==> config.mk <==
export PLATFORM = sky130hd
export DESIGN_NAME = uart_rx_deserializer
export DESIGN_NICKNAME = d
export VERILOG_FILES = /design/src/rtl/uart_rx_deserializer.sv
export SDC_FILE = /design/constraint.sdc
export NUM_CORES = 1
export LEC_CHECK = 0
export CORE_ASPECT_RATIO = 1.25
export CORE_MARGIN = 3
export CORE_UTILIZATION = 30
export DETAILED_ROUTE_END_ITERATION = 8
export GPL_ROUTABILITY_DRIVEN = 0
export PLACE_DENSITY = 0.5
export SLEW_MARGIN = 20
export SYNTH_ARGS = -nofsm -noshare
export SYNTH_HDL_FRONTEND = slang
export SYNTH_SLANG_ARGS = --single-unit
==> constraint.sdc <==
create_clock -name CLK -period 3.1 [get_ports CLK]
set_input_delay 0.62 -clock CLK [delete_from_list [all_inputs] [get_ports CLK]]
set_output_delay 0.62 -clock CLK [all_outputs]
set_load 0.05 [all_outputs]
==> src/rtl/uart_rx_deserializer.sv <==
`default_nettype none
// ============================================================================
// Module   : uart_rx_deserializer
// Purpose  : UART receive path. Oversamples the serial line at a per-frame
//            latched prescale, majority-votes three mid-bit samples per bit,
//            validates the start bit, optional parity and stop bit, and
//            presents the LSB-first assembled word with a one-cycle strobe.
// Ports    :
//   CLK        in   1           RX oversampling clock
//   RST        in   1           asynchronous reset, active-high
//   RX_IN      in   1           serial line, idle high, already synchronized
//   Prescale   in   6           oversampling ratio (8, 16 or 32)
//   PAR_EN     in   1           1 = parity bit follows the data bits
//   PAR_TYP    in   1           0 = even parity, 1 = odd parity
//   P_DATA     out  DATA_WIDTH  last good received word
//   data_valid out  1           one-cycle strobe, P_DATA valid alongside
//   par_err    out  1           parity mismatch on the last frame
//   stp_err    out  1           stop bit sampled low on the last frame
// Revision : 1.0 - initial release
// ============================================================================
module uart_rx_deserializer #(
    parameter int DATA_WIDTH = 8
) (
    input  logic                  CLK,
    input  logic                  RST,
    input  logic                  RX_IN,
    input  logic [5:0]            Prescale,
    input  logic                  PAR_EN,
    input  logic                  PAR_TYP,
    output logic [DATA_WIDTH-1:0] P_DATA,
    output logic                  data_valid,
    output logic                  par_err,
    output logic                  stp_err
);

    localparam logic [2:0] c_LAST_BIT = 3'(DATA_WIDTH - 1);

    typedef enum logic [2:0] {
        S_IDLE   = 3'd0,
        S_START  = 3'd1,
        S_DATA   = 3'd2,
        S_PARITY = 3'd3,
        S_STOP   = 3'd4
    } state_t;

    state_t                  state_q,      state_d;
    logic [5:0]              edge_cnt_q,   edge_cnt_d;
    logic [2:0]              bit_cnt_q,    bit_cnt_d;
    logic [5:0]              presc_q,      presc_d;
    logic                    par_en_q,     par_en_d;
    logic                    par_typ_q,    par_typ_d;
    logic [2:0]              samp_q,       samp_d;
    logic [DATA_WIDTH-1:0]   shift_q,      shift_d;
    logic                    par_pend_q,   par_pend_d;
    logic [DATA_WIDTH-1:0]   p_data_q,     p_data_d;
    logic                    data_valid_q, data_valid_d;
    logic                    par_err_q,    par_err_d;
    logic                    stp_err_q,    stp_err_d;

    logic [5:0] w_presc_sel;
    logic [5:0] w_half;
    logic [5:0] w_half_m1;
    logic [5:0] w_half_p1;
    logic [5:0] w_last_edge;
    logic       w_boundary;
    logic       w_vote;
    logic       w_par_exp;

    // Anything other than the three supported ratios falls back to 8 so the
    // sample points and boundary stay well defined.
    always_comb begin
        w_presc_sel = 6'd8;
        if ((Prescale == 6'd8) || (Prescale == 6'd16) || (Prescale == 6'd32)) begin
            w_presc_sel = Prescale;
        end
    end

    assign w_half      = {1'b0, presc_q[5:1]};
    assign w_half_m1   = w_half - 6'd1;
    assign w_half_p1   = w_half + 6'd1;
    assign w_last_edge = presc_q - 6'd1;
    assign w_boundary  = (edge_cnt_q == w_last_edge);

    // All three samples are captured strictly before the boundary edge
    // (P/2+1 < P-1 for P >= 8), so the registered copies are complete here.
    assign w_vote = (samp_q[0] & samp_q[1]) |
                    (samp_q[0] & samp_q[2]) |
                    (samp_q[1] & samp_q[2]);

    // By the time PARITY is reached the shift register holds the full word.
    assign w_par_exp = (^shift_q) ^ par_typ_q;

    always_ff @(posedge CLK or posedge RST) begin
        if (RST) begin
            state_q      <= S_IDLE;
            edge_cnt_q   <= 6'd0;
            bit_cnt_q    <= 3'd0;
            presc_q      <= 6'd8;
            par_en_q     <= 1'b0;
            par_typ_q    <= 1'b0;
            samp_q       <= 3'b111;
            shift_q      <= '0;
            par_pend_q   <= 1'b0;
            p_data_q     <= '0;
            data_valid_q <= 1'b0;
            par_err_q    <= 1'b0;
            stp_err_q    <= 1'b0;
        end else begin
            state_q      <= state_d;
            edge_cnt_q   <= edge_cnt_d;
            bit_cnt_q    <= bit_cnt_d;
            presc_q      <= presc_d;
            par_en_q     <= par_en_d;
            par_typ_q    <= par_typ_d;
            samp_q       <= samp_d;
            shift_q      <= shift_d;
            par_pend_q   <= par_pend_d;
            p_data_q     <= p_data_d;
            data_valid_q <= data_valid_d;
            par_err_q    <= par_err_d;
            stp_err_q    <= stp_err_d;
        end
    end

    always_comb begin
        state_d      = state_q;
        edge_cnt_d   = edge_cnt_q;
        bit_cnt_d    = bit_cnt_q;
        presc_d      = presc_q;
        par_en_d     = par_en_q;
        par_typ_d    = par_typ_q;
        samp_d       = samp_q;
        shift_d      = shift_q;
        par_pend_d   = par_pend_q;
        p_data_d     = p_data_q;
        data_valid_d = 1'b0;
        par_err_d    = par_err_q;
        stp_err_d    = stp_err_q;

        // Common bit timing for every in-frame state.
        if (state_q != S_IDLE) begin
            if (edge_cnt_q == w_half_m1) samp_d[0] = RX_IN;
            if (edge_cnt_q == w_half)    samp_d[1] = RX_IN;
            if (edge_cnt_q == w_half_p1) samp_d[2] = RX_IN;
            edge_cnt_d = w_boundary ? 6'd0 : (edge_cnt_q + 6'd1);
        end

        case (state_q)
            S_IDLE: begin
                // This edge is edge 0 of the start bit, hence edge_cnt=1 next.
                if (!RX_IN) begin
                    presc_d    = w_presc_sel;
                    par_en_d   = PAR_EN;
                    par_typ_d  = PAR_TYP;
                    edge_cnt_d = 6'd1;
                    bit_cnt_d  = 3'd0;
                    par_pend_d = 1'b0;
                    par_err_d  = 1'b0;
                    stp_err_d  = 1'b0;
                    state_d    = S_START;
                end
            end

            S_START: begin
                if (w_boundary) begin
                    if (w_vote) begin
                        // Line was back high at mid-bit: a glitch, not a frame.
                        state_d = S_IDLE;
                    end else begin
                        bit_cnt_d = 3'd0;
                        state_d   = S_DATA;
                    end
                end
            end

            S_DATA: begin
                if (w_boundary) begin
                    // Shifting in from the top leaves bit k in shift[k] once
                    // all DATA_WIDTH bits have arrived.
                    shift_d = {w_vote, shift_q[DATA_WIDTH-1:1]};
                    if (bit_cnt_q == c_LAST_BIT) begin
                        state_d = par_en_q ? S_PARITY : S_STOP;
                    end else begin
                        bit_cnt_d = bit_cnt_q + 3'd1;
                    end
                end
            end

            S_PARITY: begin
                if (w_boundary) begin
                    if (w_vote != w_par_exp) par_pend_d = 1'b1;
                    state_d = S_STOP;
                end
            end

            S_STOP: begin
                if (w_boundary) begin
                    stp_err_d = ~w_vote;
                    par_err_d = par_pend_q;
                    if (w_vote && !par_pend_q) begin
                        p_data_d     = shift_q;
                        data_valid_d = 1'b1;
                    end
                    state_d = S_IDLE;
                end
            end

            default: begin
                state_d = S_IDLE;
            end
        endcase
    end

    assign P_DATA     = p_data_q;
    assign data_valid = data_valid_q;
    assign par_err    = par_err_q;
    assign stp_err    = stp_err_q;

endmodule
`default_nettype wire

==> results of run 1 <==
==> synthesized netlist by cell type, types with 2 or more instances <==
library cell / instances
sky130_fd_sc_hd__dfrtp_1: 39
sky130_fd_sc_hd__nand2_1: 26
sky130_fd_sc_hd__mux2_2: 19
sky130_fd_sc_hd__o21ai_0: 17
sky130_fd_sc_hd__xor2_1: 15
sky130_fd_sc_hd__nor2_1: 12
sky130_fd_sc_hd__xnor2_1: 12
sky130_fd_sc_hd__nand3_1: 11
sky130_fd_sc_hd__inv_1: 10
sky130_fd_sc_hd__ha_1: 7
sky130_fd_sc_hd__clkbuf_1: 6
sky130_fd_sc_hd__buf_2: 5
sky130_fd_sc_hd__nand2b_1: 5
sky130_fd_sc_hd__nor3_1: 5
sky130_fd_sc_hd__o211ai_1: 5
sky130_fd_sc_hd__dfstp_2: 4
sky130_fd_sc_hd__nor3b_1: 4
sky130_fd_sc_hd__or3_1: 4
sky130_fd_sc_hd__a21oi_1: 3
sky130_fd_sc_hd__and2_1: 3
sky130_fd_sc_hd__nor4_1: 3
sky130_fd_sc_hd__o2111ai_1: 3
sky130_fd_sc_hd__and3_1: 2
sky130_fd_sc_hd__mux2i_1: 2
sky130_fd_sc_hd__nand3b_1: 2
sky130_fd_sc_hd__nor3_4: 2
sky130_fd_sc_hd__o221a_2: 2
sky130_fd_sc_hd__o22ai_1: 2
sky130_fd_sc_hd__o31ai_1: 2
==> final timing paths <==
check / endpoint / slack [ps] / cells after the start
min in group asynchronous: presc_q[5]$_DFFE_PP0P_ / 690 / 2
max in group asynchronous: shift_q[6]$_DFFE_PP0P_ / 1870 / 3
hold reg to reg: samp_q[1]$_DFFE_PP1P_ / 490 / 2
setup / recovery: P_DATA[1]$_DFFE_PP0P_ / 380 / 7
hold / removal: samp_q[1]$_DFFE_PP1P_ / 490 / 2
setup reg to reg: P_DATA[1]$_DFFE_PP0P_ / 380 / 7
==> kinds of logic after synthesis <==
kind of cell / share of synthesized area
buf+inv: 0.0433
compound gates: 0.137
simple gates: 0.186
fa+ha+maj: 0.0375
flops: 0.416
xor+xnor: 0.0909
mux: 0.0899
==> layout make-up <==
cell class,count,share of cell area
clock buffer,6,0.0244
sequential,43,0.364
clock inverter,2,0.00421
tap,97,0.0409
multi-input combinational,189,0.474
inverter,10,0.0126
timing repair buffer,23,0.0800
==> per-layer routing <==
layer	track usage	vias to the layer above
li1	-	942
met1	0.154	927
met2	0.220	25
met3	0.0186	8
met4	0.0351	0
met5	0	-
==> state kept, by name (all words and copies together), names as in the netlist <==
name and flops:
P_DATA 8, shift_q 8, edge_cnt_q 6, presc_q 6, bit_cnt_q 3, samp_q 3
state_q 3, data_valid 1, par_en_q 1, par_err 1, par_pend_q 1, par_typ_q 1
stp_err 1
==> power by group through the flow <==
stage	Sequential (mW)	Clock, mW	Combinational, mW
finish	0.968	0.352	1.24
global route	1.01	0.392	1.39
CTS	0.968	0.369	1.25
detailed placement	0.980	0	1.25
global placement	0.979	0	1.24
floorplan	0.861	0	1.09
==> critical path: stages (launching register included) <==
cell,delay (ps)
sky130_fd_sc_hd__dfrtp_1,480
sky130_fd_sc_hd__inv_1,160
sky130_fd_sc_hd__ha_1,220
sky130_fd_sc_hd__a21boi_1,280
sky130_fd_sc_hd__xnor2_1,200
sky130_fd_sc_hd__o2111ai_4,360
sky130_fd_sc_hd__nor3_4,500
sky130_fd_sc_hd__mux2_2,390
==> through the flow <==
step                power [mW]  area [um^2]  hold WS [ps]   util
CTS                       2.59         2970           486  0.356
global route              2.79         2970           521  0.356
floorplan                 1.95         2600           459      -
detailed placement        2.23         2890           475  0.346
global placement          2.22         2890           471  0.346
finish                    2.56         2970           487  0.356
==> metrics list, run 1 <==
* Pre-CTS setup slack: 409 ps
- Launching element of the worst setup path: presc_q[2]$_DFFE_PP0P_
- Power density relative to cell area: 861 nW/um^2
* Worst vdd rail ir drop: 0.000341 V
* Unique cell type count in the Yosys netlist: 54
* Clock power share: 0.138
- Layout Cells excl Fill: 370
- DR vias/cell: 5.14
- Cells after Synth: 257
- Synthesis produced a netlist with a net count of 275.
- Proportion of register bits with asynchronous set or reset after synthesis: 1.00
* Clock latency reported for the late side of the worst-skew pair: 300 ps
- Final count of pins violating max slew: 0
- Switching power summed over all nets: 1.15 mW
- Summing every instance area after synthesis gives 2600 um^2.
- Drt first-iter violations: 66
- A synthesized cell averages 10.1 um^2.
* Routed wire length per instance: 14.9 um
- Growth of design area from synthesis to finish: 14.2%
* Number of CTS-inserted buffers: 5
- RSZ-0062 raised after global routing: false
- The routed design has 5.53 mm of wire.
* TritonCTS clock tree: yes
- The initial antenna violation count is 0.
* Leading cell type in the layout, fill and taps excluded: sky130_fd_sc_hd__dfrtp_1
* Beginning of the worst register-to-register path: presc_q[2]$_DFFE_PP0P_
- Transition time of the tightest slew-check pin: 852 ps
- Site Rows: 37
- Total met2 wirelength after detailed routing: 2.86 mm
- Detailed-routing wirelength on met1: 2.47 mm
* Top post-synthesis cells by area: sky130_fd_sc_hd__dfrtp_1 38%, sky130_fd_sc_hd__mux2_2 8.2%, sky130_fd_sc_hd__xor2_1 5.1%, sky130_fd_sc_hd__dfstp_2 4.0%, sky130_fd_sc_hd__xnor2_1 4.0%
- Share of the clock period used by the worst path after layout: 0.878
* Arrival time of the worst setup path: 2900 ps
- Of the total power, combinational logic draws 0.484.
- For this configuration, the core starts out at a cell density of 0.312.
- 1st-pass router iterations: 5
- Area share of the largest cell type after synthesis: 0.375
- The total overflow left after global routing is 0.
* Clock input transition at the sequential cells of the worst setup and hold paths: 90 ps
* Leakage power: 1.26 nW
* # placed instances: 362
- Share of post-route cells with drive strength above 1: 0.168
* Deepest clock path buffer count: 2
- HP Start: samp_q[1]$_DFFE_PP1P_
- The filler cells instantiated in the layout total 851.
- Master cell of the clock root buffer: sky130_fd_sc_hd__clkbuf_8
* TritonCTS sink count: 43
* Warnings, synthesis: 0
- Worst-path fanout max: 18
* #FFs+latches synth: 43
- Summed over all nets, the half-perimeter wirelength after detailed placement is 4.14 mm.
- For this run, the register share of the synthesized area comes to 0.416.
- Detailed routing inserted a total of 1902 vias.
- sky130_fd_sc_hd__dfrtp_1 takes more of the synthesized area than any other cell.
- Die outline height: 110 um
- Count of input and output buffers: 21
* Shortest clock period the worst path allows after layout: 2720 ps
* Area used by multi-input combinational logic: 1410 um^2
- Summed over all failing endpoints, the final setup total negative slack is 0 ps.
- Clock skew on the completed layout was measured at 9.86 ps.
- The total area inside the core boundary comes to 8330 um^2.
- Commonest non-fill, non-tap cells in the layout: 39 x sky130_fd_sc_hd__dfrtp_1, 26 x sky130_fd_sc_hd__nand2_1, 21 x sky130_fd_sc_hd__clkdlybuf4s50_1
- Worst Hold Class: flop to flop
- Fmax achieved: 0.368 GHz
- Of the total power, the share spent switching nets is 0.450.
- The die is 89.3 um wide.
- Buffers inserted to repair hold after CTS numbered 0.
- The run finished with clean final reports.
* Largest net degree at the start of global routing: 23
- In this run, synthesis inferred 0 flip-flops with an integrated enable.
- After clock tree synthesis, the repair step resized 0 gates.
* Register Area: 1080 um^2
- The most used flip-flop cell after synthesis is sky130_fd_sc_hd__dfrtp_1.
* Critical Path RT: 3280 ps
- The internal power of the cells totals 1.41 mW.
* Antenna fix cells: 0
- The first global-routing pass estimated 9.56 mm of wire.
* DRC: 0
- After detailed routing, the met3 layer carries 121 um of wire.
- Final Hold Vio Count: 0
- In this run the top signal layer used is met4.
- In the global route stage, overall resource usage came out at 0.124.
* Max-capacitance violation count: 0
- Net count of the finished layout: 290
- Setup slack of the critical path after layout: 379 ps
- Ports: 22
* CTS H-tree lvls: 2
- Setup Crit Path Kind: flop to flop
* Relative max-transition margin: 0.429
- Remaining number of nets flagged by the antenna check after routing: 0
- The number of global-route vias before repair was 1951.
- The worst setup path is launched from a flop.
* Setup crit end kind: flop
* Die ar.: 9830 um^2
- # setup viols final: 0
* Number of setup buffers added after CTS: 0
- Sequential cell fraction of total power: 0.378
Note: power is estimated with default switching activity, not from simulation.
==> run 2, diff against run 1 <==
--- a/config.mk
+++ b/config.mk
@@ -10,7 +10,9 @@
 export CORE_UTILIZATION = 30
 export DETAILED_ROUTE_END_ITERATION = 8
 export GPL_ROUTABILITY_DRIVEN = 0
+export GPL_TIMING_DRIVEN = 0
 export PLACE_DENSITY = 0.5
+export SETUP_SLACK_MARGIN = 0.5
 export SLEW_MARGIN = 20
 export SYNTH_ARGS = -nofsm -noshare
 export SYNTH_HDL_FRONTEND = slang
==> metrics list, run 2 (synthesized netlist as in run 1, its figures left out) <==
* Ports: 22
- After clock tree synthesis, the clock-pin slew on the worst setup and hold paths is 90 ps.
- Number of buffers added to fix hold violations after cts: 0
- The number of antenna diodes in the final layout is 0.
- The floorplan step set the die height to 110 um.
- For this configuration, the core starts out at a cell density of 0.312.
* Setup slack of the critical path after layout: 674 ps
- In this run the core area contains 37 standard-cell rows.
- Clock skew on the completed layout was measured at 3.72 ps.
- The number of hold-slack violations in the final timing report is 0.
* TritonCTS sink count: 43
- The signal on the critical path passes through clkbuf_2 > inv_2 > ha_2 > a21boi_4 > and3_2 > o2111ai_4 > nor3_4 > buf_12 > mux2_2.
- In the final routed layout, each cell accounts on average for 14.8 um.
- Setup crit end kind: flop
* Growth of design area from synthesis to finish: 20.3%
- Share of post-route cells with drive strength above 1: 0.220
- Detailed-route wire length: 5.72 mm
- On the worst path, the slowest cell contributes a delay of 390 ps.
- Along the worst hold path, the cell count comes to 2.
* Final count of pins violating max slew: 0
- Net count of the finished layout: 308
* Die ar.: 9830 um^2
- For the pin with the worst max-slew slack, the measured transition is 618 ps.
- In the final layout, flip-flops and latches occupy 1080 um^2.
- The first global-routing pass estimated 10.0 mm of wire.
* HP Start: samp_q[1]$_DFFE_PP1P_
* Number of CTS-inserted buffers: 5
- Result of the run: finished, final reports clean
* Initial antenna violation count: 0
- The path class of the tightest hold or removal check is flop to flop.
- In this run the worst path has a maximum fanout of 8.
* Critical Path RT: 3290 ps
- Worst Hold Endpoint: samp_q[1]$_DFFE_PP1P_
- In the finished design, the share of the clock period the worst path needs comes to 0.783.
* Worst vdd rail ir drop: 0.000341 V
- Setup Crit Path Kind: flop to flop
- Number of fill cells in the layout: 844
* DR vias/cell: 5.09
- Worst-case reg-to-reg path depth: 9
* Leading cell type in the layout, fill and taps excluded: sky130_fd_sc_hd__dfrtp_1
- Entering global routing, the biggest net connects 33 pins.
- TritonCTS clock tree: yes
- STA puts the critical path data arrival time at 2620 ps.
* 1st-pass router iterations: 4
* Cell with the biggest individual delay on the critical path: sky130_fd_sc_hd__dfrtp_1
* Remaining number of nets flagged by the antenna check after routing: 0
- Beginning of the worst register-to-register path: presc_q[2]$_DFFE_PP0P_
- Measured against its own limit, the worst slew margin works out to 0.586.
- Routed via count: 1973
- Commonest non-fill, non-tap cells in the layout: 39 x sky130_fd_sc_hd__dfrtp_1, 26 x sky130_fd_sc_hd__nand2_1, 21 x sky130_fd_sc_hd__clkdlybuf4s50_1
- Power density relative to cell area: 870 nW/um^2
- Max-capacitance violation count: 0
* CTS H-tree lvls: 2
- Area used by multi-input combinational logic: 1430 um^2
- The wire-length estimate of the detail-placed layout is 4.17 mm.
- The endpoint identified for the worst register-to-register timing path is P_DATA[2]$_DFFE_PP0P_.
- The routed design could run at a clock period as short as 2430 ps.
- Count of input and output buffers: 21
* Summed negative setup slack over all endpoints: 0 ps
* GR Overflow Total: 0
* Die Wd: 89.3 um
- In the routed design, unresolved DRC markers number 0.
- Clock latency reported for the late side of the worst-skew pair: 300 ps
* FF-to-FF setup slack: 670 ps
- At the placement stage, the worst setup path has a slack of 396 ps.
- RSZ-0062 raised after global routing: false
- The number of global-route vias before repair was 2038.
* Master cell of the clock root buffer: sky130_fd_sc_hd__clkbuf_8
- Setup violations remaining at the end of the flow were counted as 0.
* Kind of launch point of the worst setup path: flop
- Total routing usage reported by global routing: 0.130
- Placeable core region: 8330 um^2
- Fmax achieved: 0.412 GHz
* Leakage power: 1.35 nW
* Deepest clock path buffer count: 2
- Drt first-iter violations: 66
## run 2: layout make-up
cell class | count | area share
Multi-Input combinational cell | 189 | 0.458
Sequential cell | 43 | 0.346
Timing Repair Buffer | 26 | 0.0912
Tap cell | 97 | 0.0388
Buffer | 15 | 0.0244
Clock buffer | 5 | 0.0220
Inverter | 10 | 0.0120
Clock inverter | 3 | 0.00760
## run 2: how the worst max path moves through the flow
| stage | from | slack (ps) | depth (start not counted) | end |
|---|---|---|---|---|
| after CTS | presc_q[2]$_DFFE_PP0P_ | 520 | 9 | state_q[0]$_DFFE_PP0P_ |
| after global placement | presc_q[2]$_DFFE_PP0P_ | 370 | 8 | P_DATA[0]$_DFFE_PP0P_ |
| after detailed placement | presc_q[2]$_DFFE_PP0P_ | 400 | 8 | P_DATA[2]$_DFFE_PP0P_ |
| after floorplan | presc_q[2]$_DFFE_PP0P_ | 770 | 8 | P_DATA[0]$_DFFE_PP0P_ |
| final | presc_q[2]$_DFFE_PP0P_ | 670 | 9 | P_DATA[2]$_DFFE_PP0P_ |
| after global routing | presc_q[1]$_DFFE_PP0P_ | 540 | 8 | P_DATA[2]$_DFFE_PP0P_ |
## run 2: power by group
| group | switching (mW) | leakage (nW) | total (mW) | internal, mW |
|---|---|---|---|---|
| logic | 0.889 | 0.743 | 1.50 | 0.610 |
| registers | 0.124 | 0.564 | 0.847 | 0.723 |
| clock network | 0.214 | 0.0408 | 0.376 | 0.161 |
## run 2: through the flow
stage / hold WS [ps] / util / total power [mW] / std cells / area, um^2
2_1_floorplan: 459 / - / 1.95 / 257 / 2600
3_3_place_gp: 482 / 0.352 / 2.25 / 375 / 2930
3_5_place_dp: 493 / 0.354 / 2.27 / 376 / 2950
4_1_cts: 512 / 0.371 / 2.67 / 387 / 3090
5_1_grt: 538 / 0.375 / 2.95 / 388 / 3130
6_report: 509 / 0.375 / 2.72 / 388 / 3130
## run 2: layer usage
layer | GRT usage | routed length [um] | vias to the layer above
met5 | 0 | 0 | -
met4 | 0.0521 | 127 | 0
met3 | 0.0201 | 123 | 11
met2 | 0.219 | 2890 | 26
met1 | 0.165 | 2590 | 960
li1 | - | - | 976
## run 2: repair_timing
action,CTS,global route
gates resized for setup,0,8
setup endpoints to repair,17,30
setup buffers,3,1
cloned,0,0
pin swaps,3,2
## run 2: critical path: cells and delay by family, from the launching register on
kind,cells,cell delay (ps)
AOI/OAI and AO/OA,2,450
adders and majority gates,1,200
buffers and inverters,3,450
DFF,1,390
muxes,1,320
and+or+nand+nor,2,500
